--- config.mk ---
export PLATFORM = sky130hd
export DESIGN_NAME = audio_output_stage
export DESIGN_NICKNAME = d
export VERILOG_FILES = /design/src/rtl/audio_pkg.sv /design/src/rtl/sigma_delta_dac.sv /design/src/rtl/audio_output_stage.sv
export SDC_FILE = /design/constraint.sdc
export NUM_CORES = 1
export LEC_CHECK = 0
export BUFFER_PORTS_ARGS = -buffer_cell sky130_fd_sc_hd__buf_2
export CORE_MARGIN = 4
export CORE_UTILIZATION = 57
export DETAILED_ROUTE_END_ITERATION = 12
export GPL_ROUTABILITY_DRIVEN = 0
export PLACE_DENSITY = 0.78
export SLEW_MARGIN = 5
export SYNTH_ARGS = -nofsm -noshare
export SYNTH_HDL_FRONTEND = slang
export SYNTH_HIERARCHICAL = 1
export SYNTH_SLANG_ARGS = --single-unit
--- constraint.sdc ---
create_clock -name clk -period 5.2 [get_ports clk]
set_input_delay 0.78 -clock clk [delete_from_list [all_inputs] [get_ports clk]]
set_output_delay 0.78 -clock clk [all_outputs]
set_load 0.005 [all_outputs]
--- src/rtl/audio_pkg.sv ---
// Shared types, defaults and helpers for the cabinet audio output path.
package audio_pkg;

  typedef enum logic [1:0] {
    VOL_0DB  = 2'd0,
    VOL_6DB  = 2'd1,
    VOL_12DB = 2'd2,
    VOL_OFF  = 2'd3
  } vol_t;

  localparam int unsigned LPF_SHIFT_DEF = 4;
  localparam int unsigned DCB_SHIFT_DEF = 8;

  function automatic logic signed [15:0] sat18to16(input logic signed [17:0] x);
    if (x > 18'sd32767) begin
      return 16'sh7FFF;
    end else if (x < -18'sd32768) begin
      return 16'sh8000;
    end else begin
      return x[15:0];
    end
  endfunction

endpackage

--- src/rtl/sigma_delta_dac.sv ---
// First-order sigma-delta modulator: 1-bit DAC stream from a held signed PCM sample.
module sigma_delta_dac (
  input  logic               clk,
  input  logic               rst,
  input  logic signed [15:0] sample,
  output logic               dac_bit
);

  logic [15:0] u;
  logic [15:0] sd_acc_q, sd_acc_d;
  logic        dac_bit_q, dac_bit_d;

  always_comb begin
    // Offset-binary view of the sample: -32768 maps to 0, 32767 to 0xFFFF.
    u = {~sample[15], sample[14:0]};
    {dac_bit_d, sd_acc_d} = {1'b0, sd_acc_q} + {1'b0, u};
  end

  always_ff @(posedge clk) begin
    if (rst) begin
      sd_acc_q  <= '0;
      dac_bit_q <= 1'b0;
    end else begin
      sd_acc_q  <= sd_acc_d;
      dac_bit_q <= dac_bit_d;
    end
  end

  assign dac_bit = dac_bit_q;

endmodule

--- src/rtl/audio_output_stage.sv ---
// Mixer output -> IIR low-pass -> 48 kHz decimation -> DC blocker -> volume/mute -> PCM + 1-bit DAC.
module audio_output_stage
  import audio_pkg::*;
#(
  parameter int unsigned LPF_SHIFT = LPF_SHIFT_DEF,
  parameter int unsigned DCB_SHIFT = DCB_SHIFT_DEF
) (
  input  logic               clk,
  input  logic               rst,
  input  logic               clk_3MHz_en,
  input  logic               clk_48KHz_en,
  input  logic [15:0]        in,
  input  logic [1:0]         vol,
  input  logic               mute,
  output logic signed [15:0] sample,
  output logic               sample_valid,
  output logic               dac_bit
);

  localparam int unsigned AccW = 16 + LPF_SHIFT;

  logic [AccW-1:0]    lpf_acc_q, lpf_acc_d;
  logic [15:0]        lpf_out;
  logic [15:0]        l_prev_q, l_prev_d;
  logic signed [15:0] y_prev_q, y_prev_d;
  logic signed [15:0] y;
  logic signed [15:0] sample_q, sample_d;
  logic               sample_valid_q, sample_valid_d;
  logic signed [17:0] l_ext, l_prev_ext, y_prev_ext, dcb_sum;
  vol_t               vol_sel;

  assign lpf_out = lpf_acc_q[AccW-1:LPF_SHIFT];

  always_comb begin
    lpf_acc_d = lpf_acc_q;
    if (clk_3MHz_en) begin
      lpf_acc_d = lpf_acc_q - {{LPF_SHIFT{1'b0}}, lpf_out} + {{LPF_SHIFT{1'b0}}, in};
    end
  end

  // Uses the pre-update LPF value, so a coincident 3 MHz enable is not seen until the next tick.
  always_comb begin
    l_ext      = $signed({2'b00, lpf_out});
    l_prev_ext = $signed({2'b00, l_prev_q});
    y_prev_ext = $signed({{2{y_prev_q[15]}}, y_prev_q});
    dcb_sum    = l_ext - l_prev_ext + y_prev_ext - (y_prev_ext >>> DCB_SHIFT);
    y          = sat18to16(dcb_sum);
  end

  always_comb begin
    vol_sel        = vol_t'(vol);
    l_prev_d       = l_prev_q;
    y_prev_d       = y_prev_q;
    sample_d       = sample_q;
    sample_valid_d = 1'b0;
    if (clk_48KHz_en) begin
      l_prev_d       = lpf_out;
      y_prev_d       = y;
      sample_valid_d = 1'b1;
      if (mute) begin
        sample_d = '0;
      end else begin
        unique case (vol_sel)
          VOL_0DB:  sample_d = y;
          VOL_6DB:  sample_d = y >>> 1;
          VOL_12DB: sample_d = y >>> 2;
          VOL_OFF:  sample_d = '0;
        endcase
      end
    end
  end

  always_ff @(posedge clk) begin
    if (rst) begin
      lpf_acc_q      <= '0;
      l_prev_q       <= '0;
      y_prev_q       <= '0;
      sample_q       <= '0;
      sample_valid_q <= 1'b0;
    end else begin
      lpf_acc_q      <= lpf_acc_d;
      l_prev_q       <= l_prev_d;
      y_prev_q       <= y_prev_d;
      sample_q       <= sample_d;
      sample_valid_q <= sample_valid_d;
    end
  end

  sigma_delta_dac u_sigma_delta_dac (
    .clk     (clk),
    .rst     (rst),
    .sample  (sample_q),
    .dac_bit (dac_bit)
  );

  assign sample       = sample_q;
  assign sample_valid = sample_valid_q;

endmodule

==> impl_metrics.csv <==
group,metric,value,unit
floorplanning,initial_utilization,58.0,%
drt,routedWlPerCell,15.2,µm
cts,clkSinkCount,86,
timing,period_share,96.5,%
synthesis,syn_nets,1070,
timing,holdWs,0.486,ns
synthesis,synthFlopType,"dfxtp_1",
synthesis,synth-seq-cells,86,
worst_setup_path,critPathRequiredTime,5.44,ns
grt,grt_pass1_vias,6183,
synthesis,synth_compound_area_share,21.2,%
floorplanning,die_area,15400,µm²
synthesis,synth_top_family_by_area,"compound AO/OA/AOI/OAI gates",
grt,grt_pass1_wl,29.2,mm
timing,tightest_slew,1.10,ns
grt,grt_max_degree,44,
synthesis,yosysWarnings,6,
synthesis,ys_seq_area_share,22.4,%
timing,relSlewSlack,26.6,%
floorplanning,io_pins,41,
grt,overflow,0,
worst_setup_path,criticalPathCategory,"flop to flop",
worst_setup_path,cp-startpoint,"lpf_acc_q[4]",
cts,clkTransAtPathRegs,0.07,ns
worst_setup_path,cp_data_arrival_time,5.26,ns
drt,firstDrtPassIters,5,
floorplanning,core.rowCount,42,
layout,multiInputGateArea,5540,µm²
timing,report.final.slew_viol_count,0,
synthesis,yosys.area_share.xor_xnor,5.33,%
hold_path,hold_start,"sample[2]",
grt,grtUsageTotal,23.6,%
run,max_cap_violations,0,
floorplanning,core,13200,µm²
timing,tns,0,ns
drt,drtAntennaViolNets,0,
synthesis,syn-cell-area,7680,µm²
synthesis,synth-edff-count,0,
place,placed_cells,1147,
timing,fin_crit,5.02,ns
worst_setup_path,reg2reg_from,"lpf_acc_q[4]",
layout,layout_common_cells,"inv_1, nor2_1, dfxtp_1",
worst_setup_path,startpoint_type,"flop",
cts,clk_latency,0.35,ns
timing,setup_viol,0,
floorplanning,die_h,124,µm
layout,stdcell_count,1169,
synthesis,synthArstFlopShare,0,%
drt,postRouteWirelength,17.8,mm
place,port_buffers,40,
hold_path,hold_class,"flop to flop",
synthesis,synth_adder_area_share,20.0,%
cts,cts_buffer_depth,2,
cts,root_buffer,"clkbuf_16",
synthesis,netlist_instances,944,
cts,numCtsBuffers,9,
layout,fillers,1105,
layout,layout_commonest_cell,"inv_1",
timing,clock_skew,0.00805,ns
timing,finalHoldViolations,0,
drt,viasPerCell,5.73,
floorplanning,fp.dieW,124,µm
layout,drive_gt1_share,13.7,%
layout,syn_to_final_growth,13.6,%
cts,htreeDepth,3,
outcome,status,"complete, no violations",
worst_setup_path,critPathMaxFanout,6,
drt,vias,6700,
place,dpl.hpwl,13.1,mm
cts,cts_tree,"yes",
drt,drc_errors,0,
synthesis,avgSynthCellArea,8.14,µm²
cts,hold_buffers,0,
drt,drt_iter0_drc,491,
grt,antenna_found_initial,1,
worst_setup_path,end_kind,"flop",
synthesis,synth.distinct_cells,79,
layout,layout.nets,1113,
layout,regArea,1730,µm²
synthesis,synthMuxAreaShare,6.24,%
worst_setup_path,regToRegSetupSlack,0.18,ns
timing,fmax,199,MHz
synthesis,synth-simple-area-share,16.4,%
[critical path, stage by stage, from the launching register on]
cell and delay [ns]:
dfxtp_2 0.33, inv_1 0.07, ha_2 0.22, fa_2 0.35, nor2b_1 0.12, o21ai_1 0.10
a21oi_2 0.17, o211ai_1 0.18, a21oi_2 0.28, o31ai_4 0.09, xor2_1 0.16, fa_1 0.49
inv_1 0.04, ha_1 0.31, buf_4 0.17, a221oi_4 0.34, a21oi_2 0.11, o22ai_2 0.29
xnor2_2 0.17, o21ai_2 0.24, o21ai_2 0.09, mux2_4 0.27, a221o_1 0.31
[routing by layer]
metal,up-vias,share of wire [%],track usage (%)
met3,32,5.3,3.68
met2,186,46,37.9
met4,0,2.0,7.46
met1,3131,46,32.5
li1,3351,-,-
met5,-,0,0
[logic make-up after synthesis]
family          after synthesis
xor+xnor                     45
fa+ha+maj                   103
simple gates                256
mux                          47
compound gates              239
buf+inv                     168
flops                        86
[sequential cells by signal (all words and copies together), names as in the netlist]
signal and count:
sample 16, u_sigma_delta_dac/sd_acc_q 16, lpf_acc_q 20, sample_valid 1, y_prev_q 16, u_sigma_delta_dac/dac_bit 1, l_prev_q 16
[what timing repair did]
action	4_1_cts	5_1_grt
cloned	0	1
setup endpoints to repair	4	30
gates resized for setup	2	49
buffers inserted	0	5
pin swaps	0	22
[synthesized netlist by cell type (4+ instances only)]
cell        n  area (µm²)
and3_1      7        43.8
or2_2       4        25.0
a21oi_1    61         305
xnor2_1    26         228
o21a_1     13        97.6
o21ai_1    23         115
nor2b_1    15        93.8
o21ai_0    25         125
o31ai_1     6        45.0
nand3b_1    4        30.0
nor2_1    100         375
ha_1       70         876
o211ai_1    5        37.5
or3_1       4        25.0
nand2b_1    9        56.3
nor3b_1     4        30.0
a211oi_1   13        97.6
nand2_1    47         176
a22oi_1     4        30.0
buf_1       4        15.0
o22ai_1     7        43.8
fa_1       33         661
inv_1     136         510
mux2_1      4        45.0
nand3_1    18        90.1
nor3_1     21         105
xor2_1     17         149
a31oi_1    11        68.8
o21bai_1    7        52.6
buf_2       5        25.0
clkbuf_1   21        78.8
mux2i_1    40         400
a21o_1     24         180
dfxtp_1    86        1720
[layout make-up]
cell class	count	area share, %
Clock inverter	4	0.889
Inverter	137	5.89
Multi-Input combinational cell	690	63.5
Timing Repair Buffer	63	4.37
Antenna cell	1	0.0287
Sequential cell	86	19.8
Tap cell	176	2.52
Clock buffer	12	3.05
[metrics by stage]
stage	worst slack, ns	instance area, µm²	utilization (%)
2_1_floorplan	0.357	7680	-
3_3_place_gp	0.106	8110	61.2
3_5_place_dp	-0.0108	8110	61.2
4_1_cts	-0.00501	8450	63.8
5_1_grt	-0.0752	8720	65.9
6_report	0.181	8730	65.9
[path summary, 6_finish.rpt]
path	cells past startpoint	end
worst min register to register	2	sample[2]
worst max-delay path	22	sample[11]
worst min-delay path	2	sample[2]
worst max register to register	22	sample[11]
Power is not shown: default switching activity piles up to over one toggle a cycle in this logic, so the estimate is an artifact.
